<file path="src/rtl/fifo_pkg.sv">
// -----------------------------------------------------------------------------
// fifo_pkg
//   Shared definitions for param_fifo and its storage sub-module:
//   - op_state_e : encoding of the last-operation register exposed on op_state
//   - count_width: width of an occupancy counter able to hold 0..2**depth_log2
// -----------------------------------------------------------------------------
package fifo_pkg;

  typedef enum logic [2:0] {
    INIT     = 3'd0,
    NO_OP    = 3'd1,
    WRITE    = 3'd2,
    WR_ERROR = 3'd3,
    READ     = 3'd4,
    RD_ERROR = 3'd5,
    RDWR     = 3'd6
  } op_state_e;

  // The count must reach DEPTH itself, hence one bit wider than the pointers.
  function automatic int count_width(input int depth_log2);
    return depth_log2 + 1;
  endfunction

endpackage

</file>
<file path="src/rtl/fifo_ram.sv">
// -----------------------------------------------------------------------------
// fifo_ram
//   DEPTH x DATA_WIDTH register file, one synchronous write port and one read
//   port with a registered output. The read register holds its value when no
//   read is requested.
// Ports
//   clk      in   rising-edge clock
//   reset    in   asynchronous active-high reset (clears rd_data only)
//   wr_en    in   write strobe (already qualified by the FIFO accept logic)
//   wr_addr  in   write address
//   wr_data  in   write data
//   rd_en    in   read strobe (already qualified by the FIFO accept logic)
//   rd_addr  in   read address
//   rd_data  out  registered read data
// -----------------------------------------------------------------------------
module fifo_ram #(
  parameter int DATA_WIDTH = 32,
  parameter int DEPTH_LOG2 = 3
) (
  input  logic                  clk,
  input  logic                  reset,
  input  logic                  wr_en,
  input  logic [DEPTH_LOG2-1:0] wr_addr,
  input  logic [DATA_WIDTH-1:0] wr_data,
  input  logic                  rd_en,
  input  logic [DEPTH_LOG2-1:0] rd_addr,
  output logic [DATA_WIDTH-1:0] rd_data
);

  localparam int DEPTH = 2 ** DEPTH_LOG2;

  logic [DATA_WIDTH-1:0] mem [DEPTH];

  // NOTE: storage has no reset on purpose; clearing it would cost a reset
  // fan-out to every bit and nothing ever reads an entry before it is written.
  always_ff @(posedge clk) begin
    if (wr_en) mem[wr_addr] <= wr_data;
  end

  // NOTE: non-blocking assignment here means a read of the slot being written
  // in the same edge (full FIFO, read+write) returns the old head, as required.
  always_ff @(posedge clk or posedge reset) begin
    if (reset)      rd_data <= '0;
    else if (rd_en) rd_data <= mem[rd_addr];
  end

endmodule

</file>
<file path="src/rtl/param_fifo.sv">
// -----------------------------------------------------------------------------
// param_fifo
//   Parametrised single-clock FIFO with registered flags, per-operation
//   ack/err pulses and a last-operation register.
//   Optional build macro: FIFO_PEAK_EN adds peak-occupancy tracking
//   (ports peak_clr / peak_count).
// Parameters
//   DATA_WIDTH  data word width
//   DEPTH_LOG2  log2 of the number of entries
//   AF_LEVEL    almost_full when data_count >= AF_LEVEL
//   AE_LEVEL    almost_empty when data_count <= AE_LEVEL
// Ports
//   clk, reset             clock, asynchronous active-high reset
//   rd_en, wr_en, din      read / write requests and write data
//   dout                   registered read data (1-cycle latency)
//   data_count             occupancy 0..DEPTH
//   full, empty            occupancy == DEPTH / == 0
//   almost_full/empty      threshold flags
//   wr_ack/wr_err          pulse: write of previous cycle accepted / rejected
//   rd_ack/rd_err          pulse: read of previous cycle accepted / rejected
//   op_state               last operation, fifo_pkg::op_state_e encoding
//   peak_clr, peak_count   (FIFO_PEAK_EN only) peak occupancy tracking
// -----------------------------------------------------------------------------
module param_fifo
  import fifo_pkg::*;
#(
  parameter int DATA_WIDTH = 32,
  parameter int DEPTH_LOG2 = 3,
  parameter int AF_LEVEL   = 6,
  parameter int AE_LEVEL   = 2
) (
  input  logic                  clk,
  input  logic                  reset,
  input  logic                  rd_en,
  input  logic                  wr_en,
  input  logic [DATA_WIDTH-1:0] din,
  output logic [DATA_WIDTH-1:0] dout,
  output logic [DEPTH_LOG2:0]   data_count,
  output logic                  full,
  output logic                  empty,
  output logic                  almost_full,
  output logic                  almost_empty,
  output logic                  wr_ack,
  output logic                  wr_err,
  output logic                  rd_ack,
  output logic                  rd_err,
  output logic [2:0]            op_state
`ifdef FIFO_PEAK_EN
  ,
  input  logic                  peak_clr,
  output logic [DEPTH_LOG2:0]   peak_count
`endif
);

  localparam int CNT_W = count_width(DEPTH_LOG2);
  localparam logic [CNT_W-1:0] DEPTH_CNT = CNT_W'(2 ** DEPTH_LOG2);
  localparam logic [CNT_W-1:0] AF_CNT    = CNT_W'(AF_LEVEL);
  localparam logic [CNT_W-1:0] AE_CNT    = CNT_W'(AE_LEVEL);

  logic [DEPTH_LOG2-1:0] rd_ptr, wr_ptr;
  logic [CNT_W-1:0]      count, count_nxt;
  logic                  rd_ok, wr_ok;
  op_state_e             op_q, op_nxt;

  // Accept decisions use the registered flags, i.e. the pre-edge occupancy.
  // A full FIFO may still take a write when a read frees a slot in the same edge.
  assign rd_ok = rd_en & ~empty;
  assign wr_ok = wr_en & (~full | rd_ok);

  always_comb begin
    // NOTE: default first so every path assigns count_nxt and no latch is inferred.
    count_nxt = count;
    case ({wr_ok, rd_ok})
      2'b10:   count_nxt = count + CNT_W'(1);
      2'b01:   count_nxt = count - CNT_W'(1);
      default: count_nxt = count;
    endcase
  end

  fifo_ram #(
    .DATA_WIDTH(DATA_WIDTH),
    .DEPTH_LOG2(DEPTH_LOG2)
  ) u_ram (
    .clk    (clk),
    .reset  (reset),
    .wr_en  (wr_ok),
    .wr_addr(wr_ptr),
    .wr_data(din),
    .rd_en  (rd_ok),
    .rd_addr(rd_ptr),
    .rd_data(dout)
  );

  // Pointers, count and flags. Flags are computed from count_nxt so they line
  // up with the registered data_count instead of lagging it by a cycle.
  always_ff @(posedge clk or posedge reset) begin
    if (reset) begin
      rd_ptr       <= '0;
      wr_ptr       <= '0;
      count        <= '0;
      full         <= 1'b0;
      empty        <= 1'b1;
      almost_full  <= 1'b0;
      almost_empty <= 1'b1;
      wr_ack       <= 1'b0;
      wr_err       <= 1'b0;
      rd_ack       <= 1'b0;
      rd_err       <= 1'b0;
    end else begin
      if (wr_ok) wr_ptr <= wr_ptr + DEPTH_LOG2'(1);
      if (rd_ok) rd_ptr <= rd_ptr + DEPTH_LOG2'(1);
      count        <= count_nxt;
      full         <= (count_nxt == DEPTH_CNT);
      empty        <= (count_nxt == '0);
      almost_full  <= (count_nxt >= AF_CNT);
      almost_empty <= (count_nxt <= AE_CNT);
      wr_ack       <= wr_ok;
      wr_err       <= wr_en & ~wr_ok;
      rd_ack       <= rd_ok;
      rd_err       <= rd_en & ~rd_ok;
    end
  end

  assign data_count = count;

  // Last-operation register. INIT persists until the first request after reset.
  always_comb begin
    op_nxt = op_q;
    if (wr_ok && rd_ok)     op_nxt = RDWR;
    else if (wr_en)         op_nxt = wr_ok ? WRITE : WR_ERROR;
    else if (rd_en)         op_nxt = rd_ok ? READ : RD_ERROR;
    else if (op_q != INIT)  op_nxt = NO_OP;
  end

  always_ff @(posedge clk or posedge reset) begin
    if (reset) op_q <= INIT;
    else       op_q <= op_nxt;
  end

  assign op_state = op_q;

`ifdef FIFO_PEAK_EN
  // Tracks the post-edge occupancy so peak_count never lags data_count.
  always_ff @(posedge clk or posedge reset) begin
    if (reset)                     peak_count <= '0;
    else if (peak_clr)             peak_count <= count_nxt;
    else if (count_nxt > peak_count) peak_count <= count_nxt;
  end
`else
  // Peak tracking not built in this configuration.
`endif

endmodule

</file>
<file path="config.mk">
export PLATFORM = sky130hd
export DESIGN_NAME = param_fifo
export DESIGN_NICKNAME = d
export VERILOG_FILES = /design/src/rtl/fifo_pkg.sv /design/src/rtl/fifo_ram.sv /design/src/rtl/param_fifo.sv
export SDC_FILE = /design/constraint.sdc
export NUM_CORES = 1
export LEC_CHECK = 0
export ABC_AREA = 1
export BUFFER_PORTS_ARGS = -buffer_cell sky130_fd_sc_hd__buf_2
export CAP_MARGIN = 0
export CORE_ASPECT_RATIO = 1.4
export CORE_UTILIZATION = 38
export DETAILED_ROUTE_END_ITERATION = 8
export GPL_ROUTABILITY_DRIVEN = 0
export SLEW_MARGIN = 20
export SYNTH_ARGS = -nofsm -noshare
export SYNTH_HDL_FRONTEND = slang
export SYNTH_HIERARCHICAL = 1
export SYNTH_SLANG_ARGS = --single-unit
</file>
<file path="constraint.sdc">
create_clock -name clk -period 5.2 [get_ports clk]
set_input_delay 0.78 -clock clk [delete_from_list [all_inputs] [get_ports clk]]
set_output_delay 0.78 -clock clk [all_outputs]
set_load 0.005 [all_outputs]
</file>
==> metrics.txt <==
sequential cell fraction of total power 42.6%; final-report setup violation count 0; Clock Pin Slew Worst Setup and Hold Paths 0.07 ns; H-tree levels 1; combinational power share 30.5%; die area 34870 um^2; Syn-to-layout area delta 15.21%; design area 14940 um^2; CP dominant cell by count nand3_1; vias in the first global route 8490; maximum fanout along the worst path 91; cell at the slowest stage of the critical path inv_4; clock root buffer clkbuf_16; critical path launch point type flop; Max Clock Freq 362.7 MHz; VDD IR-drop max 0.0003588 V; HP Class in2async; RSZ-0062 raised after global routing no; reg2reg setup slack 2.44 ns; top cell type's share of synthesized area 59.29%; TritonCTS clock tree yes; Yosys Warn Count 6; fin util 44.71%; post-layout minimum cycle time 2.757 ns; total global-route track usage 17.43%; Worst Setup End Kind flop; # IOs 83; post-CTS setup buffer count 0; Tightest Pin Transition 1.107 ns; post-layout net count 1351; PwrDens 538.8 nW/um^2; CP arrival 3.21 ns; post-synth top area cell edfxtp_1; drt first-iter violations 549; Primary FF master, synth edfxtp_1; largest family of logic cells by synthesized area simple AND/OR/NAND/NOR gates; EDFF count, synth 256; post-synthesis sequential area ratio 69.54%; Sw Ratio 35.09%; Synth Cell Area 12970 um^2; first-pass GRT wire length 46020 um; starting density of the core 38.81%; Tcrit/Tclk final 53.02%; dpl cell area 13820 um^2; gr ovfl total 0; synthesized-area fraction occupied by adder cells 0.5790%; post-synthesis mux area share 0%; Clock Sinks 309; Clock power frac 26.9%; post-synthesis simple-gate area fraction 20.81%; total CTS buffers 30; top post-synthesis cells by area edfxtp_1, nand2_1, dfrtp_1, nand3_1, inv_1; leak pwr 0.006626 uW; Mapped Cells 1235; CP Class reg2reg; most frequent cell after synthesis nand2_1; core footprint 33410 um^2; Worst path max stage delay 0.81 ns; clock buffer depth 3; CP Cell Sequence inv_4 -> buf_4 -> nand2_1 -> nand3_1 -> nand3_1 -> nand3_1 -> nand2_1; CP delay by family, top buffers and inverters; share of cells above drive strength 1 13.18%; CTS resizes 0; Synth Area in Compound Gates 0.3281%; XOR/XNOR share of the synthesized area 0.4053%; HPWL Detailed 16460 um; drt total wl 29160 um; cts-stage hold buffer count 0; clk_lat worst skew 0.56 ns; reported max-cap violation count 0; most frequent cells after synthesis nand2_1, edfxtp_1, inv_1; Netlist cell types 27; FFs w/ async S/R, synth 17.15%; final hold vios 0; P_sw 2824 uW; setup TNS 0 ns; Synth Area per Inst 10.50 um^2; Slew Limit Fails 0; die width 158.1 um; drc violations 0; Vias/cell 4.692; clock skew 0.01169 ns; Via Count 8323; Routed Antenna Nets 0; Rel. slew slack 26.04%; WL per Instance 16.44 um; drt pass-1 iters 5; Rows 79; Die Ht 220.6 um; largest net degree at the start of global routing 92; Internal 5224 uW; CP Buf/Inv Count 2; Port Buffers 82; Synth Net Count 1277; outcome finished clean; initial antenna violation count 1; CP required 5.65 ns; number of synthesized register bits 309
## layout make-up
cell class | instances | area (um^2)
antenna | 1 | 2.502
clock buffer | 32 | 758.2
clock inverter | 19 | 211.5
fill | 3180 | 18470
inverter | 217 | 818.3
multi-input combinational | 654 | 2929
sequential | 309 | 9021
tap | 445 | 556.8
timing repair buffer | 97 | 640.6
## power by group through the flow
| stage | clock [uW] | sequential (uW) | combinational (uW) |
|---|---|---|---|
| 5_1_grt | 2310 | 3480 | 2770 |
| 3_5_place_dp | 0 | 3490 | 2450 |
| 4_1_cts | 2220 | 3440 | 2460 |
| 3_3_place_gp | 0 | 3480 | 2390 |
| 6_report | 2160 | 3430 | 2450 |
| 2_1_floorplan | 0 | 3410 | 1690 |
## per-stage QoR
step | std cells | setup slack (ns) | hold WS [ns] | total power (uW)
2_1_floorplan | 1235 | 2.037 | 0.4397 | 5099
3_3_place_gp | 1715 | 2.242 | 0.4594 | 5867
3_5_place_dp | 1716 | 2.176 | 0.4606 | 5936
4_1_cts | 1767 | 2.380 | 0.4087 | 8115
5_1_grt | 1774 | 2.173 | 0.4388 | 8563
6_report | 1774 | 2.443 | 0.3792 | 8048
## cell families (layout without fill, tap and decap cells)
| group | after synthesis | in the layout |
|---|---|---|
| simple gates | 635 | 635 |
| flops | 309 | 309 |
| xor+xnor | 6 | 6 |
| compound gates | 7 | 7 |
| buf+inv | 272 | 365 |
| other cells | 0 | 1 |
| fa+ha+maj | 6 | 6 |
## worst paths after layout
check / from / endpoint / cells past startpoint
setup / recovery: rd_ptr[0] / u_ram/rd_data[30] / 7
hold / removal: reset / wr_err / 2
setup reg to reg: rd_ptr[0] / u_ram/rd_data[30] / 7
hold reg to reg: u_ram/rd_data[4] / u_ram/rd_data[4] / 2
max in group asynchronous: reset / rd_ptr[0] / 2
min in group clk: rd_en / rd_err / 3
## cells in the final DEF (no fill, tap or decap), drive strengths merged
| master | netlist | final |
|---|---|---|
| nand2 | 417 | 417 |
| edfxtp | 256 | 256 |
| inv | 216 | 217 |
| nand3 | 199 | 199 |
| buf | 42 | 97 |
| dfrtp | 51 | 51 |
| clkbuf | 13 | 32 |
| nor2 | 17 | 17 |
| clkinv | 1 | 13 |
| ha | 6 | 6 |
| o21ai | 6 | 6 |
| xnor2 | 4 | 4 |
| bufinv | 0 | 4 |
| xor2 | 2 | 2 |
| dfstp | 2 | 2 |
| clkinvlp | 0 | 2 |
| diode | 0 | 1 |
| or2 | 1 | 1 |
| nor3 | 1 | 1 |
| a311oi | 1 | 1 |
## sequential cells by signal, summed over array words and instances, names as in the netlist
signal,flops
almost_empty,1
almost_full,1
data_count,4
empty,1
full,1
op_state,3
rd_ack,1
rd_err,1
rd_ptr,3
u_ram/mem,256
u_ram/rd_data,32
wr_ack,1
wr_err,1
wr_ptr,3
## worst reg2reg max path, cell delays in order (launching register included)
cell and delay (ns):
dfrtp_4 0.73, inv_4 0.84, buf_4 0.55, nand2_1 0.12, nand3_1 0.08, nand3_1 0.14, nand3_1 0.13, nand2_1 0.05
## metal layers
metal | up-vias | global-route usage [%] | share of wire, %
li1 | 4088 | - | -
met1 | 4019 | 21.36 | 42
met2 | 175 | 31.29 | 52
met3 | 41 | 2.272 | 4.1
met4 | 0 | 5.994 | 2.2
met5 | - | 0 | 0
No activity file was read; power rests on OpenSTA's default activity.
